## config.mk

```make
export PLATFORM = sky130hd
export DESIGN_NAME = calc_ctrl
export DESIGN_NICKNAME = d
export VERILOG_FILES = /design/src/rtl/calc_ctrl_pkg.sv /design/src/rtl/calc_ctrl_seq_mult.sv /design/src/rtl/calc_ctrl.sv
export SDC_FILE = /design/constraint.sdc
export NUM_CORES = 1
export LEC_CHECK = 0
export ABC_AREA = 1
export CORE_ASPECT_RATIO = 0.6
export CORE_UTILIZATION = 35
export CTS_BUF_LIST = sky130_fd_sc_hd__clkbuf_4
export CTS_CLUSTER_DIAMETER = 100
export DETAILED_ROUTE_END_ITERATION = 12
export PLACE_DENSITY_LB_ADDON = 0.2
export SYNTH_ARGS = -nofsm -noshare
export SYNTH_HDL_FRONTEND = slang
export SYNTH_SLANG_ARGS = --single-unit
export TNS_END_PERCENT = 50
```

## constraint.sdc

```tcl
create_clock -name clk -period 3.3 [get_ports clk]
set_input_delay 0.66 -clock clk [delete_from_list [all_inputs] [get_ports clk]]
set_output_delay 0.66 -clock clk [all_outputs]
set_load 0.02 [all_outputs]
```

## src/rtl/calc_ctrl_pkg.sv

```systemverilog
// calc_ctrl_pkg: shared key codes, FSM state encodings, operator type and
// small decode helpers for the two-operand keypad calculator.
// No ports (package).
package calc_ctrl_pkg;

  localparam logic [3:0] KEY_0        = 4'd0;
  localparam logic [3:0] KEY_1        = 4'd1;
  localparam logic [3:0] KEY_2        = 4'd2;
  localparam logic [3:0] KEY_3        = 4'd3;
  localparam logic [3:0] KEY_4        = 4'd4;
  localparam logic [3:0] KEY_5        = 4'd5;
  localparam logic [3:0] KEY_6        = 4'd6;
  localparam logic [3:0] KEY_7        = 4'd7;
  localparam logic [3:0] KEY_8        = 4'd8;
  localparam logic [3:0] KEY_9        = 4'd9;
  localparam logic [3:0] KEY_ADD      = 4'd10;
  localparam logic [3:0] KEY_SUBTRACT = 4'd11;
  localparam logic [3:0] KEY_MULTIPLY = 4'd12;
  localparam logic [3:0] KEY_ENTER    = 4'd13;

  localparam int OPND_W = 7;
  localparam int PROD_W = 14;

  localparam logic [1:0] MAX_DIGITS = 2'd2;

  typedef enum logic [1:0] {
    ST_OPA    = 2'd0,
    ST_OPB    = 2'd1,
    ST_CALC   = 2'd2,
    ST_RESULT = 2'd3
  } state_t;

  typedef enum logic [1:0] {
    OP_ADD = 2'd0,
    OP_SUB = 2'd1,
    OP_MUL = 2'd2
  } op_t;

  function automatic logic is_digit(input logic [3:0] k);
    return (k >= KEY_0) && (k <= KEY_9);
  endfunction

  function automatic logic is_operator(input logic [3:0] k);
    return (k == KEY_ADD) || (k == KEY_SUBTRACT) || (k == KEY_MULTIPLY);
  endfunction

  function automatic op_t key_to_op(input logic [3:0] k);
    case (k)
      KEY_SUBTRACT: return OP_SUB;
      KEY_MULTIPLY: return OP_MUL;
      default:      return OP_ADD;
    endcase
  endfunction

  // Operand is capped at two digits, so v*10+d never exceeds 99.
  function automatic logic [OPND_W-1:0] shift_in_digit(input logic [OPND_W-1:0] v,
                                                       input logic [3:0] d);
    return (v * 7'd10) + {3'b000, d};
  endfunction

endpackage

```

## src/rtl/calc_ctrl_seq_mult.sv

```systemverilog
// seq_mult: 7x7 unsigned shift-add multiplier, one multiplier bit per cycle.
// Ports:
//   clk, rst            clock and synchronous active-high reset
//   start               load operands (bit 0 is consumed on the load edge)
//   mcand_in, mplier_in 7-bit operands
//   product             14-bit product, valid when done pulses and held after
//   done                one-cycle pulse after the 7th bit has been consumed
module seq_mult
  import calc_ctrl_pkg::*;
(
  input  logic              clk,
  input  logic              rst,
  input  logic              start,
  input  logic [OPND_W-1:0] mcand_in,
  input  logic [OPND_W-1:0] mplier_in,
  output logic [PROD_W-1:0] product,
  output logic              done
);

  logic [PROD_W-1:0] mcand_sh;
  logic [OPND_W-1:0] mplier_sh;
  logic [2:0]        steps_left;
  logic              running;

  always_ff @(posedge clk) begin
    if (rst) begin
      product    <= '0;
      mcand_sh   <= '0;
      mplier_sh  <= '0;
      steps_left <= '0;
      running    <= 1'b0;
      done       <= 1'b0;
    end else if (start) begin
      // The load edge also accumulates bit 0, so the remaining six bits
      // finish in time for a seven-cycle busy window upstream.
      product    <= mplier_in[0] ? {7'b0, mcand_in} : '0;
      mcand_sh   <= {6'b0, mcand_in, 1'b0};
      mplier_sh  <= {1'b0, mplier_in[OPND_W-1:1]};
      steps_left <= 3'd6;
      running    <= 1'b1;
      done       <= 1'b0;
    end else if (running) begin
      if (mplier_sh[0]) begin
        product <= product + mcand_sh;
      end
      mcand_sh   <= mcand_sh << 1;
      mplier_sh  <= mplier_sh >> 1;
      steps_left <= steps_left - 3'd1;
      if (steps_left == 3'd1) begin
        running <= 1'b0;
        done    <= 1'b1;
      end
    end else begin
      done <= 1'b0;
    end
  end

endmodule

```

## src/rtl/calc_ctrl.sv

```systemverilog
// calc_ctrl: keypad calculator controller. Collects two 2-digit operands and an
// operator, runs add/subtract in one cycle or multiply through seq_mult, and
// presents the value to display.
// Ports:
//   clk, rst   clock and synchronous active-high reset
//   key        4-bit key code (see calc_ctrl_pkg)
//   key_valid  one-cycle strobe marking a press
//   disp_mag   14-bit magnitude to display
//   disp_neg   displayed value is negative
//   busy       high while calculating
//   done       one-cycle pulse on entry to RESULT
//   state_o    current FSM state
//
// state     | meaning
// ----------+--------------------------------------------------
// ST_OPA    | entering operand a
// ST_OPB    | operator latched, entering operand b
// ST_CALC   | computing; presses dropped
// ST_RESULT | result shown; digit starts over, ENTER clears
module calc_ctrl
  import calc_ctrl_pkg::*;
(
  input  logic        clk,
  input  logic        rst,
  input  logic [3:0]  key,
  input  logic        key_valid,
  output logic [13:0] disp_mag,
  output logic        disp_neg,
  output logic        busy,
  output logic        done,
  output logic [1:0]  state_o
);

  state_t            state, state_n;
  op_t               op, op_n;
  logic [OPND_W-1:0] a, a_n, b, b_n;
  logic [1:0]        a_cnt, a_cnt_n, b_cnt, b_cnt_n;
  logic [PROD_W-1:0] result, result_n;
  logic              res_neg, res_neg_n;
  logic [PROD_W-1:0] disp_mag_n;
  logic              mult_start;
  logic [PROD_W-1:0] mult_product;
  logic              mult_done;

  seq_mult u_mult (
    .clk       (clk),
    .rst       (rst),
    .start     (mult_start),
    .mcand_in  (a),
    .mplier_in (b),
    .product   (mult_product),
    .done      (mult_done)
  );

  always_comb begin
    state_n    = state;
    op_n       = op;
    a_n        = a;
    b_n        = b;
    a_cnt_n    = a_cnt;
    b_cnt_n    = b_cnt;
    result_n   = result;
    res_neg_n  = res_neg;
    mult_start = 1'b0;

    case (state)
      ST_OPA: begin
        if (key_valid) begin
          if (is_digit(key)) begin
            if (a_cnt < MAX_DIGITS) begin
              a_n     = shift_in_digit(a, key);
              a_cnt_n = a_cnt + 2'd1;
            end
          end else if (is_operator(key)) begin
            op_n    = key_to_op(key);
            b_n     = '0;
            b_cnt_n = '0;
            state_n = ST_OPB;
          end
        end
      end

      ST_OPB: begin
        if (key_valid) begin
          if (is_digit(key)) begin
            if (b_cnt < MAX_DIGITS) begin
              b_n     = shift_in_digit(b, key);
              b_cnt_n = b_cnt + 2'd1;
            end
          end else if (is_operator(key)) begin
            if (b_cnt == 2'd0) begin
              op_n = key_to_op(key);
            end
          end else if (key == KEY_ENTER) begin
            if (b_cnt != 2'd0) begin
              state_n    = ST_CALC;
              mult_start = (op == OP_MUL);
            end
          end
        end
      end

      ST_CALC: begin
        case (op)
          OP_SUB: begin
            result_n  = (a >= b) ? {7'b0, a - b} : {7'b0, b - a};
            res_neg_n = (a < b);
            state_n   = ST_RESULT;
          end
          OP_MUL: begin
            if (mult_done) begin
              result_n  = mult_product;
              res_neg_n = 1'b0;
              state_n   = ST_RESULT;
            end
          end
          default: begin
            result_n  = {7'b0, a} + {7'b0, b};
            res_neg_n = 1'b0;
            state_n   = ST_RESULT;
          end
        endcase
      end

      ST_RESULT: begin
        if (key_valid) begin
          if (is_digit(key)) begin
            a_n       = {3'b000, key};
            a_cnt_n   = 2'd1;
            b_n       = '0;
            b_cnt_n   = '0;
            op_n      = OP_ADD;
            result_n  = '0;
            res_neg_n = 1'b0;
            state_n   = ST_OPA;
          end else if (key == KEY_ENTER) begin
            a_n       = '0;
            a_cnt_n   = '0;
            b_n       = '0;
            b_cnt_n   = '0;
            op_n      = OP_ADD;
            result_n  = '0;
            res_neg_n = 1'b0;
            state_n   = ST_OPA;
          end
        end
      end

      default: state_n = ST_OPA;
    endcase

    case (state_n)
      ST_OPB:    disp_mag_n = (b_cnt_n == 2'd0) ? {7'b0, a_n} : {7'b0, b_n};
      ST_RESULT: disp_mag_n = result_n;
      default:   disp_mag_n = {7'b0, a_n};
    endcase
  end

  // Outputs are registered from next-state values so they line up with state.
  always_ff @(posedge clk) begin
    if (rst) begin
      state    <= ST_OPA;
      op       <= OP_ADD;
      a        <= '0;
      b        <= '0;
      a_cnt    <= '0;
      b_cnt    <= '0;
      result   <= '0;
      res_neg  <= 1'b0;
      disp_mag <= '0;
      disp_neg <= 1'b0;
      busy     <= 1'b0;
      done     <= 1'b0;
    end else begin
      state    <= state_n;
      op       <= op_n;
      a        <= a_n;
      b        <= b_n;
      a_cnt    <= a_cnt_n;
      b_cnt    <= b_cnt_n;
      result   <= result_n;
      res_neg  <= res_neg_n;
      disp_mag <= disp_mag_n;
      disp_neg <= (state_n == ST_RESULT) && res_neg_n;
      busy     <= (state_n == ST_CALC);
      done     <= (state == ST_CALC) && (state_n == ST_RESULT);
    end
  end

  assign state_o = state;

endmodule

```

==> results.json <==
{
  "number_of_enable_flip_flop_cells_after_synthesis": 0,
  "hold_buffers": 0,
  "grt_pass1_wl_um": 32000,
  "power.sequential.fraction_pct": 31.5,
  "path_cells": "inv_1 > ha_1 > nand2_1 > inv_1 > nand2_1 > nor2_1 > nand3b_1 > nand2_1 > nand3_1 > nand3_1 > nand2_1 > nand2_1 > nand3_1 > nand2_1",
  "timing.final.hold_violations": 0,
  "synth-seq-cells": 92,
  "pwr-share-comb_pct": 51.9,
  "number_of_antenna_violations_at_the_first_check_in_global_routing": 0,
  "ys.warnings.count": 0,
  "final_nets": 1058,
  "max_freq_mhz": 358,
  "synthTopCellsByCount": "nand2_1 (263), inv_1 (107), a21oi_1 (93)",
  "ctsResizeCount": 0,
  "pwr-share-clk_pct": 16.7,
  "drtPass1Iterations": 7,
  "post-route-min-period_ps": 2790,
  "num_antenna_cells": 0,
  "period_share_pct": 84.5,
  "layout.cells.non_filler": 1227,
  "post_cts.repair.setup_buffers": 0,
  "startpoint_class_of_the_critical_path": "flip-flop",
  "tritoncts": "done",
  "antenna_left": 0,
  "clock-skew-final_ps": 20.6,
  "number_of_levels_the_h_tree_was_split_into": 3,
  "synthCells": 960,
  "synthesis.area_mm2": 0.00641,
  "cts.path.max_buffers": 2,
  "synth.yosys.seq_area_share_pct": 28.7,
  "synth_top_cell_area_share_pct": 28.7,
  "grt_use_total_pct": 22.6,
  "start_util_pct": 36.5,
  "critical_path_data_required_time_ps": 3660,
  "post_synth.cell_area_avg_um2": 6.68,
  "std_cell_rows": 37,
  "path_class": "reg2reg",
  "clock_tree.root_cell": "clkbuf_4",
  "floorplan.die.height_um": 107,
  "cellInternalPower_mw": 2.24,
  "top_level_ports": 26,
  "tritoncts.num_buffers": 9,
  "finalCoreUtilization_pct": 40.7,
  "fin_area_mm2": 0.00714,
  "dp_cells": 1211,
  "cap_viol_max_count": 0,
  "post_dp_cell_area_mm2": 0.00698,
  "synthToLayoutAreaGrowth_pct": 11.4,
  "avgRoutedWirePerCell_um": 16.7,
  "clk_pin_slew_ps": 150,
  "synth_most_common_cell": "nand2_1",
  "critical_path_peak_fanout": 8,
  "synthTopCellsByArea": "dfxtp_1 (29%), nand2_1 (15%), ha_1 (11%)",
  "outcome": "finished clean",
  "peakVddDrop_uv": 434,
  "min-delay-path-class": "reg2reg",
  "first_global_vias": 5598,
  "critical_path.most_common_cell": "nand2_1",
  "critical_path_arrival_ps": 3150,
  "gp_routability_congestion": 0.918,
  "final-setup-viol-count": 0,
  "detailed_place_hpwl_um": 16100,
  "die-width_um": 177,
  "maximum_cell_stage_delay_along_the_critical_path_ps": 550,
  "postSynth.asyncResetShare_pct": 0,
  "synthesis.nets": 1030,
  "route.final.wire_length_um": 20500,
  "leakagePower_nw": 3.21,
  "numClockSinks": 92,
  "vias_per_cell": 5.16,
  "slew_viol_final": 0,
  "netSwitchingPower_mw": 1.99,
  "power_density_mw_per_mm2": 592,
  "synth_flop_cell": "dfxtp_1",
  "power.switching_fraction_pct": 47.0,
  "design.die.area_mm2": 0.0189,
  "overflow": 0,
  "drc": 0,
  "drt_iter0_markers": 622,
  "fin_setup_tns_ps": 0,
  "grt_max_degree": 53,
  "rrSetupSlack_ps": 510,
  "clkLatencyLatePin_ps": 470,
  "ys_types": 43,
  "tightest_slew_ps": 647,
  "setup_repair_after_global_routing_missed_its_margin": "false",
  "drive_above_1_share_pct": 6.65,
  "design.core.area_mm2": 0.0175,
  "dr_total_vias": 6328,
  "port_buffers": 25,
  "setup.worst_path.end_class": "flip-flop",
  "synth_area_leader_cell": "dfxtp_1",
  "slew_headroom_pct": 56.8,
  "slowest_stage": "dfxtp_1"
}
logic make-up (layout without fill, tap and decap cells):
group / Yosys count / count (layout) / share of synthesized area (%)
AOI/OAI and AO/OA: 180 / 180 / 15.6
xor gates and xnor gates: 22 / 22 / 3.00
DFF: 92 / 92 / 28.7
adders and majority gates: 63 / 63 / 13.2
buffers and inverters: 144 / 177 / 8.80
and+or+nand+nor: 459 / 459 / 30.7
final timing paths:
path	start	end	cells past startpoint
worst max-delay path	a[3]	disp_mag[1]	14
worst min-delay path	u_mult.product[0]	u_mult.product[0]	2
worst max register to register	a[3]	disp_mag[1]	14
worst min register to register	u_mult.product[0]	u_mult.product[0]	2
layout by cell type (no fill, tap or decap), drive strengths merged, types with 9 or more instances in the layout:
cell type / n
inv: 112
nand2: 272
nand3: 79
xor2: 13
ha: 55
a21oi: 95
nor3: 9
a31oi: 12
o21ai: 50
dfxtp: 92
nor2: 70
clkbuf: 11
buf: 24
xnor2: 9
clkdlybuf4s50: 24
nand4: 14
critical path, delay by kind of cell (launching register included):
family / cells / cell delay [ps]
adders and majority gates: 1 / 520
buffers and inverters: 2 / 310
DFF: 1 / 550
and+or+nand+nor: 11 / 1280
sequential cells by signal, indices dropped and copies added (netlist names), 2 cells and up:
register,cells
result,14
u_mult.product,14
disp_mag,14
a_cnt,2
op,2
state_o,2
b_cnt,2
b,7
u_mult.steps_left,3
a,7
u_mult.mcand_sh,13
u_mult.mplier_sh,6
power groups by stage:
stage	sequential [mW]	combinational, mW	clock [mW]
floorplan	1.37	1.45	0
global placement	1.36	2.15	0
detailed placement	1.35	2.13	0
CTS	1.33	2.14	0.726
global route	1.34	2.44	0.787
finish	1.33	2.19	0.706
layout make-up:
cell class / instances / area (µm²)
Fill cell: 1907 / 10400
Multi-Input combinational cell: 724 / 4010
Sequential cell: 92 / 1840
Inverter: 113 / 424
Timing Repair Buffer: 48 / 418
Tap cell: 234 / 293
Clock buffer: 11 / 82.6
Clock inverter: 5 / 76.3
through the flow:
step                      hold slack (ps)  setup slack, ps  power, mW
final                                 474              511       4.23
after global routing                  490              332       4.57
after floorplan                       429              894       2.81
after global placement                446              366       3.51
after detailed placement              452              315       3.48
after CTS                             472              582       4.19
routing by layer:
metal,wire length (µm),track usage [%]
met1,11200,36.4
met2,6910,26.4
met3,2140,8.26
met4,299,5.11
met5,0,0
Note: power is estimated with default switching activity, not from simulation.
